--- src/rtl/icache_controller.sv ---
// icache_controller
//   Direct-mapped, read-only instruction cache between the CPU fetch stage
//   and a 16-byte-block instruction memory. Hits return the selected word in
//   the same cycle. A miss runs a block read over the read/busywait
//   handshake, refills the line and stalls the CPU until the word is valid.
//
// Ports
//   clock        system clock, rising edge
//   reset        asynchronous, active-low reset
//   read         CPU fetch request
//   address      CPU byte address: tag [9:7], index [6:4], word [3:2]
//   readinst     fetched instruction word (0 when not a hit)
//   busywait     CPU stall
//   mem_read     block read request to instruction memory
//   mem_address  block address {tag, index}
//   mem_readdata block from memory, byte 0 in [7:0]
//   mem_busywait memory busy; falls when mem_readdata is valid
//
// state    | meaning
// ---------+---------------------------------------------------------------
// IDLE     | serving hits; a miss latches {tag,index} and starts a read
// MEM_READ | mem_read held; waits for busywait to rise and fall, then
//          | captures the block into the missed line
// UPDATE   | one cycle: mark the line valid with the missed tag
module icache_controller #(
  parameter int ADDR_W    = 10,
  parameter int NUM_LINES = 8,
  parameter int BLOCK_W   = 128
) (
  input  logic                clock,
  input  logic                reset,
  input  logic                read,
  input  logic [ADDR_W-1:0]   address,
  output logic [31:0]         readinst,
  output logic                busywait,
  output logic                mem_read,
  output logic [ADDR_W-5:0]   mem_address,
  input  logic [BLOCK_W-1:0]  mem_readdata,
  input  logic                mem_busywait
);

  localparam int IDX_W = $clog2(NUM_LINES);
  localparam int TAG_W = ADDR_W - 4 - IDX_W;

  typedef enum logic [1:0] {IDLE, MEM_READ, UPDATE} state_t;

  state_t                 state;
  logic [NUM_LINES-1:0]   valid;
  logic [TAG_W-1:0]       tag_store  [NUM_LINES];
  logic [BLOCK_W-1:0]     data_store [NUM_LINES];
  logic [ADDR_W-5:0]      miss_addr;
  logic                   seen_busy;

  logic [TAG_W-1:0]       tag;
  logic [IDX_W-1:0]       index;
  logic [1:0]             offset;
  logic [TAG_W-1:0]       miss_tag;
  logic [IDX_W-1:0]       miss_index;
  logic                   hit;
  logic                   fill_done;

  assign tag        = address[ADDR_W-1 -: TAG_W];
  assign index      = address[4 +: IDX_W];
  assign offset     = address[3:2];
  assign miss_tag   = miss_addr[IDX_W +: TAG_W];
  assign miss_index = miss_addr[IDX_W-1:0];

  assign hit       = read & valid[index] & (tag_store[index] == tag);
  assign readinst  = hit ? data_store[index][{offset, 5'b0} +: 32] : 32'h0;
  // The block is only trusted once busywait has been seen high, so a stale
  // low level at the start of the request is not taken as "data ready".
  assign fill_done = (state == MEM_READ) & seen_busy & ~mem_busywait;

  // Gated by reset so the stall drops immediately while reset is held.
  always_comb begin
    busywait = 1'b0;
    case (state)
      IDLE:     busywait = read & ~hit;
      MEM_READ: busywait = 1'b1;
      UPDATE:   busywait = 1'b1;
      default:  busywait = 1'b0;
    endcase
    busywait = busywait & reset;
  end

  always_ff @(posedge clock or negedge reset) begin
    if (!reset) begin
      state       <= IDLE;
      mem_read    <= 1'b0;
      mem_address <= '0;
      miss_addr   <= '0;
      seen_busy   <= 1'b0;
      valid       <= '0;
    end else begin
      case (state)
        IDLE: begin
          if (read && !hit) begin
            miss_addr   <= {tag, index};
            mem_address <= {tag, index};
            mem_read    <= 1'b1;
            state       <= MEM_READ;
          end
        end
        MEM_READ: begin
          if (mem_busywait) begin
            seen_busy <= 1'b1;
          end else if (seen_busy) begin
            mem_read <= 1'b0;
            state    <= UPDATE;
          end
        end
        UPDATE: begin
          valid[miss_index] <= 1'b1;
          seen_busy         <= 1'b0;
          state             <= IDLE;
        end
        default: state <= IDLE;
      endcase
    end
  end

  // Tag and data contents need no reset: valid bits gate every use.
  always_ff @(posedge clock) begin
    if (fill_done) begin
      data_store[miss_index] <= mem_readdata;
    end
    if (state == UPDATE) begin
      tag_store[miss_index] <= miss_tag;
    end
  end

endmodule

--- config.mk ---
export PLATFORM = sky130hd
export DESIGN_NAME = icache_controller
export DESIGN_NICKNAME = d
export VERILOG_FILES = /design/src/rtl/icache_controller.sv
export SDC_FILE = /design/constraint.sdc
export NUM_CORES = 1
export LEC_CHECK = 0
export ABC_AREA = 1
export CAP_MARGIN = 20
export CORE_ASPECT_RATIO = 0.9
export CORE_MARGIN = 10
export CORE_UTILIZATION = 35
export CTS_BUF_LIST = sky130_fd_sc_hd__clkbuf_4
export DETAILED_ROUTE_END_ITERATION = 8
export PLACE_DENSITY = 0.52
export SYNTH_ARGS = -nofsm -noshare
export SYNTH_HDL_FRONTEND = slang
export SYNTH_SLANG_ARGS = --single-unit
--- constraint.sdc ---
create_clock -name clock -period 9.5 [get_ports clock]
set_input_delay 1.425 -clock clock [delete_from_list [all_inputs] [get_ports clock]]
set_output_delay 1.425 -clock clock [all_outputs]
set_load 0.05 [all_outputs]
Word level (Yosys, flattened, before mapping) --
Memory sizes are Yosys's and may differ from the RTL's. Index checks and enable logic that the tools add are counted.
Storage, ports and cells: word-level logic and storage cells 58, output and inout bits 40, bits in writable memories 1048, memory bits (read-only) 0, register bits 18, memories kept 2, latch bits 0
Memories:
- data_store | words 8, bits a word 128, rd ports 1, clocked after Yosys merged registers in 0, write ports 1, RTL line 50 | logic [BLOCK_W-1:0] data_store [NUM_LINES];
- tag_store | words 8, bits a word 3, rd ports 1, clocked after Yosys merged registers in 0, write ports 1, RTL line 49 | logic [TAG_W-1:0] tag_store [NUM_LINES];
Cells by class: divide/modulo/power cells 0, muxes and demuxes 20, $lt $le $gt $ge 3, bitwise logic cells 9, eq/ne operators 7, shift-type cells 1, multipliers 0, add/subtract/negate cells 0, reduce and logical (&&, ||, !) cells 11
Operators with widths (count):
- indexed part select 128 x 8 -> 32 bit | 1
- 2-to-1 mux 32 bit | 1
- 2-to-1 mux 1 bit | 10
- less-than comparator 3 x 4 -> 1 bit (second input constant) | 2
- inequality test 2 bit (second input constant) | 4
- bitwise OR 8 bit | 1
- AND 1 bit | 6
- 2-to-1 mux 2 bit | 3
- case mux 1 bit (2 select lines) | 3
- case mux 2 bit (2 select lines) | 1
- AND reduction 2 bit | 2
- AND reduction 4 bit | 1
- nonzero test 2 bit | 2
- binary-select mux 1 bit (select 3 bit) | 1
- demux 1 bit (select 3 bit) | 1
- equality test 3 bit | 1
- >= comparator 3 x 1 -> 1 bit (second input constant) | 1
- AND reduction 3 bit | 1
- equality test 2 x 1 -> 1 bit (second input constant) | 1
- equality test 2 bit (second input constant) | 1
- logical AND 1 bit | 2
- logical NOT 2 bit | 1
- NOT 1 bit | 2
- OR reduction 2 bit | 1
- logical NOT 1 bit | 1

Depth between registers and ports, before layout --
Gate-level depths: netlist of run 1.
word-level depth 8, mapped depth 16, gate-level depth less buffers 14

Least setup slack after synthesis of run 1 --
OpenSTA, ideal clock, no wires.
path kind input to register, start point input mem_busywait, end point memory data_store[0][0] (enable), library setup time 617 ps, required time 8883 ps, arrival time 7098 ps, slack 1785 ps, path buffers 0, stages 5, path through inv_1 -> nand2_1 -> nor2_1 -> inv_1 -> nor2_1
On the way: longest elaborated chain between the ends 4
RTL lines:
- start: declaration | RTL line 39 | input logic mem_busywait
- NOT 1 bit | RTL line 72 | assign fill_done = (state == MEM_READ) & seen_busy & ~mem_busywait;
- AND 1 bit | RTL line 72
- 2-to-1 mux 1 bit | RTL line 124 | if (fill_done) begin
- 2-to-1 mux 1 bit (not written as such) | RTL line 125 | data_store[miss_index] <= mem_readdata;
- end: declaration | RTL line 50
No other way between the ends.

Worst setup path after layout of run 1 --
start point input address[4], end point output readinst[14]
On the way: longest elaborated chain between the ends 5
RTL lines:
- start: declaration | RTL line 33 | input logic [ADDR_W-1:0] address,
- branches (longest 4 deep; another with memory read (8 x 128 bit))
- 2-to-1 mux 32 bit (*) | RTL line 69 | assign readinst = hit ? data_store[index][{offset, 5'b0} +: 32] : 32'h0;
- end: declaration | RTL line 34 | output logic [31:0] readinst,
Every way passes the cells marked *. The select of a mux whose other input is x is not followed.

==> run metrics, run 1 <==
Peak Freq between 100 and 150 MHz; drt pass-1 iters 5; syn_area_per_cell 12.72 sq um; Die Ht ~350 um; P_leak around 0.017 uW; WP data required between 8 and 9 ns; Routed WL 123300 um; WS Path Type in -> out; switch share 24.52%; crit path time final about 6.9 ns; met3 Resource Use GR 4.077%; Clk pwr share 38.8%; Largest stage delay, worst path between 0.9 and 1 ns; clock buffer depth 4; Initial DRC Count between 2000 and 2500; commonest non-fill, non-tap cell in the layout edfxtp_1; Slew @ Worst Pin 1.111 ns; Synth Instances 3346; clock root cell clkbuf_4; cts repair resizes 0; CTS tree done; synth unique cells 26; placed cells about 5000; fin crit share around 73%; warnings from Yosys 0; setup TNS 0 ns; Hold Fails Final Rpt 0; clk_lat worst skew between 1 and 1.5 ns; RSZ-0062 raised after global routing false; die area ~0.14 sq mm; worst hold path class reg -> reg; worst reg-to-reg path cell count 7; cell breakdown of the critical path buf_8, buf_12, a21oi_1, a22oi_1, nand2_1, nand3_1, nand3_1, a21oi_1, clkdlybuf4s50_1; final setup vio count 0; cts bufs inserted about 300; vias in the first global route ~27000; Row Count approximately 120; Synth-to-Final Area Change 15.81%; Final Hold Slack between 0.4 and 0.5 ns; busiest grt layer met2; placer congestion estimate between 0.7 and 0.8; met1 Use GR around a quarter; Sw Pwr between 2000 and 3000 uW; grt met2 use 26.95%; GR Overflow Total 0; Core ar. between 0.1 and 0.15 sq mm; Post-CTS Setup Inserts 0; Overall Global Routing Usage 17.70%; Critical Path AT between 5 and 6 ns; Sequential Power Share ~52%; DP HPWL approximately 62000 um; Rel. slew slack 25.96%; Hold Crit Depth 2; die width 387.6 um; most frequent cells in the layout edfxtp_1, nand2_1, nand3_1; max_cap viols 0; final net count roughly 3800; Synthesized Nets 3492; CTS sink cnt 1066; H-tree depth 5; Setup crit end kind output pin; max-slew violation count 0; largest net degree at the start of global routing between 200 and 250; I/O pin total 182; Power Density between 200 and 250 mW/mm^2; Avg WL per Cell 22.76 um; combinational share of power 8.8%; peak supply drop 0.0001200 V; CP startpoint kind primary input; Avg Vias per Cell between 5 and 6; share of cells above drive strength 1 13.53%; internal power about 8000 uW; via count roughly 28000; status finished, final reports clean; synthesis-stage register bit count 1066; post-synthesis sequential area ratio between 70 and 80%; Max FO, Critical Path approximately 200; CTS clock-pin slew for the worst setup and hold paths 0.06 ns; first-pass GRT wire length 179700 um; fin cells between 5000 and 6000; drt drc 0; initial antenna violation count 28; Detail Route Antenna Nets 0; synthesized area 0.04255 sq mm; Initial Utilization between 30% and 40%; hold_buf cts 0; slowest stage cell, crit path clkdlybuf4s50_1; IO buf count around 180; clock skew around 0.076 ns
cell families (layout without fill, tap and decap cells):
kind of cell / Yosys count / after routing / share of synthesized area [%]
simple gates: 1470 / 1470 / 14.57
flops: 1066 / 1066 / 75.01
compound gates: 526 / 526 / 7.162
buf+inv: 280 / 741 / 3.134
fa+ha+maj: 4 / 4 / 0.1176
other cells: 0 / 10 / 0
worst max-delay path: cells and delay by family:
kind / cells / cell delay, ns
AOI/OAI and AO/OA: 3 / 0.91
and+or+nand+nor: 3 / 0.71
buffers and inverters: 3 / 2.20
sequential cells by signal (all words and copies together) (netlist names):
register	cells
data_store	1024
mem_read	1
miss_addr	6
seen_busy	1
state	2
tag_store	24
valid	8
final cells by class:
type	instances	area, sq um
fillers	11481	71530
flip-flops and latches	1066	31920
multi-input cells	2000	9360
clock buffers	438	3288
repair buffers	216	2223
well taps	1599	2001
clock inverters	36	242.7
inverters	51	221.5
diodes	10	25.02
per-stage QoR:
step | instance area, sq um | total power, uW | setup WS, ns | utilization (%)
after floorplan | 42550 | 6044 | 1.785 | -
after global placement | 45730 | 6408 | 2.657 | 37.85
after detailed placement | 45730 | 6415 | 2.637 | 37.85
after CTS | 49260 | 10450 | 2.636 | 40.77
after global routing | 49280 | 10780 | 2.505 | 40.79
final | 49280 | 10310 | 2.603 | 40.79
power by group through the flow:
| stage | Sequential [uW] | Combinational, uW | Clock, uW |
|---|---|---|---|
| 2_1_floorplan | 5560 | 488 | 0 |
| 3_3_place_gp | 5500 | 909 | 0 |
| 3_5_place_dp | 5500 | 912 | 0 |
| 4_1_cts | 5400 | 915 | 4130 |
| 5_1_grt | 5410 | 995 | 4370 |
| 6_report | 5400 | 905 | 4000 |
metal layers:
layer | share of wire (%) | up-vias
met5 | 0.13 | -
met4 | 1.9 | 26
met3 | 6.7 | 215
met2 | 45 | 889
met1 | 46 | 13623
li1 | - | 12922
worst paths after layout:
check,start,end,slack [ns]
worst max-delay path,address[4],readinst[14],2.60
worst min-delay path,valid[6],valid[6],0.46
worst max register to register,state[1],data_store[7][61],6.10
worst min register to register,valid[6],valid[6],0.46
max in group asynchronous,reset,valid[1],8.17
min in group asynchronous,reset,mem_read,0.76
synth_stat cells (all sizes together):
cell / instances / area share [%]
a21oi: 353 / 4.2
a22oi: 160 / 2.8
buf: 170 / 2.2
clkbuf: 59 / 0.52
dfrtp: 18 / 1.1
edfxtp: 1048 / 74
ha: 4 / 0.12
inv: 51 / 0.46
nand2: 931 / 8.3
nand3: 513 / 6.1
nand4: 1 / 0.015
nor2: 23 / 0.21
o21ai: 13 / 0.19
or2: 2 / 0.029
(Power assumes the default switching activity.)
==> inputs of run 2 (changes only) <==
==> constraint.sdc (replaced) <==
create_clock -name clock -period 7.1 [get_ports clock]
set_input_delay 1.065 -clock clock [delete_from_list [all_inputs] [get_ports clock]]
set_output_delay 1.065 -clock clock [all_outputs]
set_load 0.05 [all_outputs]
==> run metrics, run 2 (synthesized netlist as in run 1, its figures left out) <==
I/O pin total 182 (unchanged); Row Count 121 (unchanged); drt pass-1 iters 7 (+2); Post-CTS Setup Inserts 0 (unchanged); Power Total 13760 uW (+33%); Avg Vias per Cell 5.129 (+0.37%); clock buffer depth 4 (unchanged); final net count 3794 (+0.42%); RSZ-0062 raised after global routing false; Overall Global Routing Usage 18.05% (+0.35 points); cts bufs inserted 302 (+1.7%); Detail Route Antenna Nets 0 (unchanged); largest register by flop count data_store; R2R Setup Slk 3.91 ns (-2.19 ns); H-tree depth 5 (unchanged); DP HPWL 63720 um (+3.3%); vias in the first global route 27427 (+2.8%); Setup crit end kind output pin; top layer in use met5; CTS sink cnt 1066 (unchanged); via count 27886 (+0.76%); CTS tree done; Top Family by Delay on Critical Path buffers and inverters; die width 387.6 um (unchanged); largest net degree at the start of global routing 226 (+12%); slowest stage cell, crit path inv_16; WS Path Type in -> out; hold_buf cts 0 (unchanged); share of cells above drive strength 1 14.67% (+1.1 points); placer congestion estimate 0.7479 (unchanged); P_leak 0.01730 uW (+0.78%); met2 WL post-DR 55530 um (-0.55%); drt drc 0 (unchanged); crit path time final 5.506 ns; metal3 WL 9186 um (+11%); final setup vio count 0 (unchanged); commonest non-fill, non-tap cell in the layout edfxtp_1; die area 0.1360 sq mm (unchanged); worst r2r src state[1]; Met1 Routed Length 57470 um (+1.4%); Critical Path AT 4.44 ns (-1.03 ns); cell area after layout 0.04928 sq mm (about the same); Synth-to-Final Area Change 15.79% (about the same); Peak Freq 181.6 MHz; Core ar. 0.1208 sq mm (unchanged); Slew @ Worst Pin 1.218 ns (+0.1071 ns); worst hold path class in -> async; peak supply drop 0.0001348 V (+12%); max_cap viols 0 (unchanged); Avg WL per Cell 23.00 um (+1.0%); clock skew 0.08614 ns (+0.009793 ns); Layout fillers 11549 (+0.59%); biggest regs data_store (1024), tag_store (24), valid (8); Rel. slew slack 18.82% (-7.1 points); status finished, final reports clean; cts repair resizes 0 (unchanged); Placement Cell Area 0.04573 sq mm (unchanged); Die Ht 350.8 um (unchanged); Routed WL 125000 um (+1.4%); WP data required 6.03 ns (-2.05 ns); worst reg2reg endpoint data_store[0][56]; max reg flops 1024 (unchanged); CP Buf/Inv Count 5 (+2); fin cells 5437 (+0.39%); cell mode on critical path buf_4; first-pass GRT wire length 183900 um (+2.3%); most frequent cells in the layout edfxtp_1, nand2_1, nand3_1; max-slew violation count 0 (unchanged); Initial DRC Count 2151 (-4.5%); Hold Fails Final Rpt 0 (unchanged); Max FO, Critical Path 225 (+12%); IO buf count 179 (unchanged); placed cells 4943 (+0.22%); utilization after layout 40.79% (about the same); Initial Utilization 35.22% (unchanged); clock root cell clkbuf_4; initial antenna violation count 24 (-14%); clk_lat worst skew 1.14 ns (-0.03 ns); CP startpoint kind primary input; Power Density 279.3 mW/mm^2 (+33%); worst reg-to-reg path cell count 7 (unchanged); GR Overflow Total 0 (unchanged); cell breakdown of the critical path buf_8, inv_16, buf_4, buf_4, a21oi_1, a22oi_1, nand2_1, nand3_1, nand3_1, a21oi_1, buf_4; fin crit share 77.55%; Largest stage delay, worst path 0.66 ns (-0.26 ns); CTS clock-pin slew for the worst setup and hold paths 0.06 ns (about the same)
-- run 2: where the power goes --
| part | leakage (uW) | internal (uW) | switching (uW) |
|---|---|---|---|
| combinational | 0.00550 | 348 | 873 |
| sequential | 0.00965 | 7140 | 87.0 |
| clock | 0.00214 | 2870 | 2450 |
-- run 2: layer usage --
layer	global-route usage [%]	vias to the layer above
met5	0	-
met4	6.907	24
met3	4.566	216
met2	26.91	939
met1	25.26	13736
li1	-	12971
-- run 2: final cells by class --
cell class                      count  area [sq um]  share of cell area (%)
Antenna cell                        6         15.01                 0.03047
Clock buffer                      438          3288                   6.673
Clock inverter                     50         246.5                  0.5002
Inverter                           51         221.5                  0.4494
Multi-Input combinational cell   2000          9360                   19.00
Sequential cell                  1066         31920                   64.78
Tap cell                         1599          2001                   4.060
Timing Repair Buffer              227          2223                   4.512
-- run 2: worst max-delay path by stage --
stage	startpoint	end	slack (ns)	cells after the start
floorplan	mem_busywait	data_store[0][0]	-0.25	5
CTS	address[4]	readinst[7]	1.67	11
detailed placement	address[4]	readinst[7]	1.68	11
global route	address[4]	readinst[7]	1.43	11
global placement	address[4]	readinst[7]	1.66	11
finish	address[4]	readinst[7]	1.59	11
-- run 2: metrics by stage --
step	TNS (ns)	hold slack (ns)	setup slack (ns)
final	0	0.4265	1.594
after global routing	0	0.3666	1.429
after CTS	0	0.2809	1.670
after detailed placement	0	0.4462	1.683
after global placement	0	0.4387	1.664
after floorplan	-260.72	0.4276	-0.2546
